## config.mk

```make
export PLATFORM = sky130hd
export DESIGN_NAME = fetch_redirect_ctrl
export DESIGN_NICKNAME = d
export VERILOG_FILES = /design/src/rtl/cpu_pipe_pkg.sv /design/src/rtl/fetch_pc_reg.sv /design/src/rtl/fetch_redirect_ctrl.sv
export SDC_FILE = /design/constraint.sdc
export NUM_CORES = 1
export LEC_CHECK = 0
export ABC_AREA = 1
export CORE_MARGIN = 8
export CORE_UTILIZATION = 50
export DETAILED_ROUTE_END_ITERATION = 10
export PLACE_DENSITY_LB_ADDON = 0.2
export RECOVER_POWER = 25
export SLEW_MARGIN = 20
export SYNTH_ARGS = -nofsm -noshare
export SYNTH_HDL_FRONTEND = slang
export SYNTH_HIERARCHICAL = 1
export SYNTH_SLANG_ARGS = --single-unit
```

## constraint.sdc

```tcl
create_clock -name clk -period 4.5 [get_ports clk]
set_clock_uncertainty 0.15 [all_clocks]
set_input_delay 0.9 -clock clk [delete_from_list [all_inputs] [get_ports clk]]
set_output_delay 0.9 -clock clk [all_outputs]
set_load 0.01 [all_outputs]
```

## src/rtl/cpu_pipe_pkg.sv

```systemverilog
// Shared pipeline constants, fetch FSM state type and PC alignment helper.
package cpu_pipe_pkg;

  localparam int unsigned PC_WIDTH = 32;
  localparam logic [31:0] NOP_INSTR = 32'h0;
  localparam logic [PC_WIDTH-1:0] PC_INCR = 32'd4;

  typedef enum logic [1:0] {
    RUN,
    STALL,
    REDIRECT
  } fetch_state_t;

  // Instructions are word aligned; low address bits of a target are ignored.
  function automatic logic [PC_WIDTH-1:0] align_pc(input logic [PC_WIDTH-1:0] addr);
    return {addr[PC_WIDTH-1:2], 2'b00};
  endfunction

endpackage

```

## src/rtl/fetch_pc_reg.sv

```systemverilog
// Program counter: register, +4 incrementer, aligned redirect target select and hold mux.
module fetch_pc_reg
  import cpu_pipe_pkg::*;
#(
  parameter logic [PC_WIDTH-1:0] RESET_PC = '0
) (
  input  logic                clk,
  input  logic                rst,
  input  logic                advance_i,
  input  logic                redirect_i,
  input  logic                jump_i,
  input  logic [PC_WIDTH-1:0] jump_target_i,
  input  logic [PC_WIDTH-1:0] branch_target_i,
  output logic [PC_WIDTH-1:0] pc_o,
  output logic [PC_WIDTH-1:0] pc_plus4_o
);

  logic [PC_WIDTH-1:0] pc_q, pc_d;
  logic [PC_WIDTH-1:0] target;

  always_comb begin
    target     = align_pc(jump_i ? jump_target_i : branch_target_i);
    pc_plus4_o = pc_q + PC_INCR;
    pc_d       = pc_q;
    if (redirect_i) begin
      pc_d = target;
    end else if (advance_i) begin
      pc_d = pc_plus4_o;
    end
  end

  always_ff @(posedge clk or posedge rst) begin
    if (rst) begin
      pc_q <= RESET_PC;
    end else begin
      pc_q <= pc_d;
    end
  end

  assign pc_o = pc_q;

endmodule

```

## src/rtl/fetch_redirect_ctrl.sv

```systemverilog
// Fetch controller and IF/ID register: stall hold, flush redirect with NOP bubbles, stall watchdog.
// Optional performance counters are enabled by defining FETCH_PERF_CNT_EN.
module fetch_redirect_ctrl
  import cpu_pipe_pkg::*;
#(
  parameter logic [31:0] RESET_PC      = 32'h0000_0000,
  parameter int unsigned FLUSH_BUBBLES = 1,
  parameter int unsigned STALL_LIMIT   = 16
) (
  input  logic        clk,
  input  logic        rst,
  input  logic        load_enable,
  input  logic        flush,
  input  logic        jump,
  input  logic [31:0] jump_target,
  input  logic [31:0] branch_target,
  output logic [31:0] imem_addr,
  input  logic [31:0] imem_rdata,
  output logic [31:0] fd_instruction,
  output logic [31:0] fd_pc_plus4,
  output logic        fd_valid,
`ifdef FETCH_PERF_CNT_EN
  output logic [31:0] perf_fetch_cnt,
  output logic [31:0] perf_stall_cnt,
  output logic [15:0] perf_flush_cnt,
`endif
  output logic        stall_timeout
);

  localparam logic [3:0] BubbleReload = 4'(FLUSH_BUBBLES - 1);
  localparam logic [7:0] StallLimitM1 = 8'(STALL_LIMIT - 1);

  fetch_state_t state_q, state_d;
  logic [3:0]   bubble_cnt_q, bubble_cnt_d;
  logic [7:0]   stall_cnt_q, stall_cnt_d;
  logic         timeout_q, timeout_d;
  logic [31:0]  fd_instr_q, fd_instr_d;
  logic [31:0]  fd_pc4_q, fd_pc4_d;
  logic         fd_valid_q, fd_valid_d;
  logic [31:0]  pc, pc_plus4;
  logic         pc_advance, stall_cycle, fetch_cycle;

  fetch_pc_reg #(
    .RESET_PC(RESET_PC)
  ) u_pc (
    .clk            (clk),
    .rst            (rst),
    .advance_i      (pc_advance),
    .redirect_i     (flush),
    .jump_i         (jump),
    .jump_target_i  (jump_target),
    .branch_target_i(branch_target),
    .pc_o           (pc),
    .pc_plus4_o     (pc_plus4)
  );

  always_comb begin
    state_d      = state_q;
    bubble_cnt_d = bubble_cnt_q;
    stall_cnt_d  = stall_cnt_q;
    timeout_d    = timeout_q;
    fd_instr_d   = fd_instr_q;
    fd_pc4_d     = fd_pc4_q;
    fd_valid_d   = fd_valid_q;
    pc_advance   = 1'b0;
    stall_cycle  = 1'b0;
    fetch_cycle  = 1'b0;
    if (flush) begin
      fd_instr_d   = NOP_INSTR;
      fd_pc4_d     = '0;
      fd_valid_d   = 1'b0;
      bubble_cnt_d = BubbleReload;
      stall_cnt_d  = '0;
      state_d      = (FLUSH_BUBBLES == 32'd1) ? RUN : REDIRECT;
    end else if (!load_enable) begin
      stall_cycle = 1'b1;
      state_d     = STALL;
      if (stall_cnt_q != 8'hFF) begin
        stall_cnt_d = stall_cnt_q + 8'd1;
      end
      if (stall_cnt_q >= StallLimitM1) begin
        timeout_d = 1'b1;
      end
    end else begin
      stall_cnt_d = '0;
      // A stall taken mid-redirect parks in STALL with bubbles still owed.
      if (state_q != RUN && bubble_cnt_q != 4'd0) begin
        bubble_cnt_d = bubble_cnt_q - 4'd1;
        state_d      = REDIRECT;
      end else begin
        fetch_cycle = 1'b1;
        pc_advance  = 1'b1;
        fd_instr_d  = imem_rdata;
        fd_pc4_d    = pc_plus4;
        fd_valid_d  = 1'b1;
        state_d     = RUN;
      end
    end
  end

  always_ff @(posedge clk or posedge rst) begin
    if (rst) begin
      state_q      <= RUN;
      bubble_cnt_q <= '0;
      stall_cnt_q  <= '0;
      timeout_q    <= 1'b0;
      fd_instr_q   <= NOP_INSTR;
      fd_pc4_q     <= '0;
      fd_valid_q   <= 1'b0;
    end else begin
      state_q      <= state_d;
      bubble_cnt_q <= bubble_cnt_d;
      stall_cnt_q  <= stall_cnt_d;
      timeout_q    <= timeout_d;
      fd_instr_q   <= fd_instr_d;
      fd_pc4_q     <= fd_pc4_d;
      fd_valid_q   <= fd_valid_d;
    end
  end

`ifdef FETCH_PERF_CNT_EN
  logic [31:0] perf_fetch_q, perf_stall_q;
  logic [15:0] perf_flush_q;

  always_ff @(posedge clk or posedge rst) begin
    if (rst) begin
      perf_fetch_q <= '0;
      perf_stall_q <= '0;
      perf_flush_q <= '0;
    end else begin
      perf_fetch_q <= perf_fetch_q + {31'd0, fetch_cycle};
      perf_stall_q <= perf_stall_q + {31'd0, stall_cycle};
      perf_flush_q <= perf_flush_q + {15'd0, flush};
    end
  end

  assign perf_fetch_cnt = perf_fetch_q;
  assign perf_stall_cnt = perf_stall_q;
  assign perf_flush_cnt = perf_flush_q;
`endif

  assign imem_addr      = pc;
  assign fd_instruction = fd_instr_q;
  assign fd_pc_plus4    = fd_pc4_q;
  assign fd_valid       = fd_valid_q;
  assign stall_timeout  = timeout_q;

endmodule

```

# [Word level (Yosys, flattened, before mapping)]
# Index checks and enable logic that the tools add are counted.
[totals] elab_cells=50 reg_bits=112 input_bits=101
[op_classes] order_cmp=1 eq_ne=2 mux=24 n_bitwise=2 reduce_logical=10 addsub=3
[ops] op="2-to-1 mux 32 bit" n=9
[ops] op="adder 32 x 3 -> 32 bit, second input constant" n=1
[ops] op="2-to-1 mux 8 bit" n=3
[ops] op="2-to-1 mux 4 bit" n=3
[ops] op="adder 8 x 1 -> 8 bit, second input constant" n=1
[ops] op="greater-or-equal comparator 8 x 4 -> 1 bit, second input constant" n=1
[ops] op="inequality test 8 bit, second input constant" n=1
[ops] op="nonzero test 2 bit" n=4
[ops] op="2-to-1 mux 1 bit" n=6
[ops] op="2-to-1 mux 2 bit" n=3
[ops] op="AND reduction 2 bit" n=2
[ops] op="nonzero test 4 bit" n=1
[ops] op="subtractor 4 x 1 -> 4 bit, second input constant" n=1
[ops] op="AND reduction 3 bit" n=1
[ops] op="nonzero test 3 bit" n=1
[ops] op="inequality test 2 bit, second input constant" n=1
[ops] op="inverter 1 bit" n=2
[ops] op="logical AND 1 bit" n=1

# [Logic depth before layout (Yosys ltp)]
[logic_depth] ltp_word=7 depth_mapped=12

# [Cells and area by module]
# The synthesis kept the hierarchy.
[modules_own_cells] mod="fetch_redirect_ctrl" instances=1 area_per_inst_um2=3333.2 seq_area_each_um2=2001.9 cells_each=385
[modules_own_cells] mod="fetch_pc_reg" instances=1 area_per_inst_um2=2698.8 seq_area_each_um2=750.7 cells_each=432

# [Worst setup path before layout]
# OpenSTA, ideal clock, no wires.
[synth_timing] kind="input to register" start="in flush" end="reg u_pc.pc_q[10] (netlist: u_pc/pc_o[10])" slack_ns=2.250 cell_stages=7 t_arrival_ns=1.961 t_required_ns=4.212 cell_sequence="buf_4 -> nor2_2 -> buf_2 -> nor2_1 -> inv_1 -> clkbuf_1 -> a31oi_1"
[synth_via] elab_chain_len=2 elab_cells_between_ends=3 cone_classes="mux (2); reduce/logical (1)"
[synth_lines] item="from (decl)" line_no="fetch_redirect_ctrl.sv:13" text="input logic flush,"
[synth_lines] item="2-to-1 mux 1 bit" line_no="fetch_redirect_ctrl.sv:68" text="if (flush) begin"
[synth_lines] item="named net pc_advance" line_no="fetch_redirect_ctrl.sv:41" text="logic pc_advance, stall_cycle, fetch_cycle;"
[synth_lines] item="nonzero test 2 bit (no line)"
[synth_lines] item="to (signal assigned)" line_no="fetch_pc_reg.sv:36" text="pc_q <= pc_d;"
[synth_lines] item="to (decl)" line_no="fetch_pc_reg.sv:18" text="logic [PC_WIDTH-1:0] pc_q, pc_d;"
# The timed path passes the listed nets, and every way through them passes these cells.
# A chain may end at the register's enable or synchronous reset.

# [Worst setup path in the final report]
[layout_timing] start="in flush" end="reg u_pc.pc_q[5] (netlist: u_pc/pc_o[5])"
[layout_via] elab_chain_len=2 elab_cells_between_ends=3 cone_classes="mux (2); reduce/logical (1)"
[layout_lines] item="2-to-1 mux 1 bit" line_no="fetch_redirect_ctrl.sv:68"
[layout_lines] item="nonzero test 2 bit (no line)"
# Parallel ways exist; a longest one is shown, timed or not.

==> flow_metrics.env <==
export IMPL_finalCriticalPeriod_ps=3150
export IMPL_relSlewSlack=-0.148
export IMPL_crit_path_max_fanout=30
export IMPL_worstSetupStartpointType="input pin"
export IMPL_slowest_stage="dlygate4sd3_1"
export IMPL_dieArea_sq_mm=0.0158
export IMPL_grt_pass1_wl_mm=27.7
export IMPL_first_iter_violations=496
export IMPL_dr_pass1_iters=5
export IMPL_grt_usage=0.215
export IMPL_r2r_cells=10
export IMPL_n_antenna_cell=0
export IMPL_cts_root_buf="clkbuf_16"
export IMPL_io_pins=199
export IMPL_drive_gt1_frac=0.0659
export IMPL_io_buffers=192
export IMPL_avgSynthCellArea_sq_um=7.38
export IMPL_worst_ep_arrival_time_ps=3190
export IMPL_vdd_drop_max_uv=182
export IMPL_hold_path_startpoint="fd_instruction[8]"
export IMPL_reg2reg_to="u_pc/pc_o[5]"
export IMPL_gp_congestion=0.890
export IMPL_clock_path_buffers=2
export IMPL_numCtsBuffers=9
export IMPL_netlist_area_sq_mm=0.00603
export IMPL_clk_pin_slew_ps=70
export IMPL_p_per_area_mw_per_mm2=351
export IMPL_r2r_setup_slack_ps=1830
export IMPL_path_class="input pin to flip-flop"
export IMPL_worst_slew_pin_slew_ps=1720
export IMPL_postSynthCellCount=817
export IMPL_hold_class="flip-flop to flip-flop"
export IMPL_crit_chain="dlygate4sd3_1 > nor2_1 > buf_4 > inv_1 > o221ai_1"
export IMPL_max_freq_mhz=318
export IMPL_grt_pass1_vias=5463
export IMPL_crit_buf_inv=3
export IMPL_num_rows=40
export IMPL_synth_top_area_frac=0.456
export IMPL_clock_sinks=110
export IMPL_yosysSeqAreaShare=0.456
export IMPL_hold_depth=2
export IMPL_worst_skew_pair_late_latency_ps=360
export IMPL_ys_ff_latch=110
export IMPL_start_util=0.506
export IMPL_synthTopCellsByArea="dfrtp_1 46%, nand2_1 24%, nor2_1 5.2%"
export IMPL_yosysTopAreaCell="dfrtp_1"
export IMPL_die_w_um=126
export IMPL_die_height_um=126
export IMPL_routed_via_count=5707
export IMPL_crit_family="buffers and inverters"
export IMPL_r2r_start="bubble_cnt_q[0]"
export IMPL_cts_tree="built"
export IMPL_antenna_found_initial=0
export IMPL_rsz0062_at_grt="no"
export IMPL_drc=0
export IMPL_max_stage_delay_ps=950
export IMPL_violations="max-capacitance violations, max-slew violations"
export IMPL_leakagePower_nw=4.05
export IMPL_ctsHtreeMaxLevel=3
export IMPL_post_drt_wl_per_cell_um=14.6
export IMPL_fin_nets=1102
export IMPL_area_growth_pct=37.8
export IMPL_fin_ws_ps=1350
export IMPL_dp_hpwl_mm=12.8
export IMPL_ctsResizeCount=0
export IMPL_final_period_utilization=0.700
export IMPL_holdBufCountCts=0
export IMPL_core_sq_mm=0.0119
export IMPL_gr_total_overflow=0
export IMPL_final_max_slew_viol_count=31
export IMPL_hold_path_end="fd_instruction[8]"
export IMPL_setup_tns_ps=0
export IMPL_ant_nets=0
export IMPL_routed_wl_mm=16.8
export IMPL_hold_ws_ps=328
export IMPL_ys_types=34
export IMPL_cap_violations=1
export IMPL_yosys_warnings=6
export IMPL_worstPathRequired_ps=4550
export IMPL_final_hold_viol_count=0
export IMPL_via_per_inst=4.97
export IMPL_outcome="finished with violations"
export IMPL_post_cts_buffers=0
export IMPL_setup_viol=0
export IMPL_grt_max_degree=69
export IMPL_pre_cts_ws_ps=1010
export IMPL_crit_path_end_kind="flip-flop"
## worst max path at each step
stage | from | endpoint | slack [ps] | cells past startpoint
2_1_floorplan | rst | bubble_cnt_q[0] | 1400 | 1
3_3_place_gp | flush | u_pc/pc_o[5] | 1060 | 6
3_5_place_dp | flush | u_pc/pc_o[9] | 1010 | 6
4_1_cts | flush | u_pc/pc_o[5] | 1390 | 6
5_1_grt | rst | fd_instruction[13] | 1130 | 3
6_report | flush | u_pc/pc_o[5] | 1350 | 5
## cells by family after synthesis
kind of cell | share of synthesized area
compound gates | 0.0639
flops | 0.456
buf+inv | 0.0633
xor+xnor | 0.0332
other cells | 0.000622
fa+ha+maj | 0.00830
simple gates | 0.374
## worst reg2reg max path, stage by stage, from the launching register on
cell      delay [ps]
dfrtp_1          380
inv_1            130
ha_1             190
nand3_2          100
nand2_1           70
nand2_1          100
nor2_4           110
nor2_1            50
buf_4            240
inv_1            750
o221ai_1         240
## placed cells by master (no fill, tap or decap), types with 8 or more instances in the layout
master,instances
nand3_1,25
dfrtp_1,110
nand2_2,8
clkbuf_16,9
xor2_2,8
a21oi_1,44
nor2_1,83
nand2_1,382
nor2_4,11
clkdlybuf4s50_1,190
o21ai_0,19
nand3b_1,8
inv_1,37
## metal layers
metal | track usage | wire [um] | up-vias
li1 | - | - | 2891
met1 | 0.277 | 7440 | 2620
met2 | 0.348 | 8080 | 181
met3 | 0.0532 | 1090 | 15
met4 | 0.0686 | 216 | 0
met5 | 0 | 0 | -
## registers in the layout (all words and copies together), names as in the netlist
signal          cells
state_q             2
fd_instruction     32
stall_cnt_q         8
u_pc/pc_o          30
fd_valid            1
fd_pc_plus4        32
stall_timeout       1
bubble_cnt_q        4
## synthesized netlist by cell type (all sizes together)
cell type  instances
o221ai             4
clkbuf            13
xnor2              3
o21bai             1
xor2              13
nand2            393
nand3             27
inv               41
and2               1
nand4              5
ha                 4
nor2             100
conb               1
o211ai             1
or2                1
o21ai             19
a22oi              1
buf               22
a31oi              2
nand3b             8
clkinv             1
dfrtp            110
nor3               2
a21oi             44
## power breakdown
group	internal [W]	switching, W
logic	0.000398	0.000424
clock network	0.000491	0.000372
registers	0.00111	0.000124
## through the flow
step / cell area [sq um] / total power, W / cells / util
detailed placement: 8000 / 0.00208 / 1133 / 0.672
floorplan: 6040 / 0.00166 / 820 / -
CTS: 8320 / 0.00294 / 1149 / 0.699
finish: 8310 / 0.00292 / 1149 / 0.698
global placement: 8000 / 0.00206 / 1133 / 0.672
global route: 8310 / 0.00308 / 1149 / 0.698
## layout make-up
type / count / area, sq um
clock buffer: 9 / 225
clock inverter: 7 / 96.3
multi-input combinational: 633 / 2910
fill: 1012 / 3600
tap: 147 / 184
inverter: 42 / 159
sequential: 110 / 2750
timing repair buffer: 201 / 1980
(Power assumes the default switching activity.)
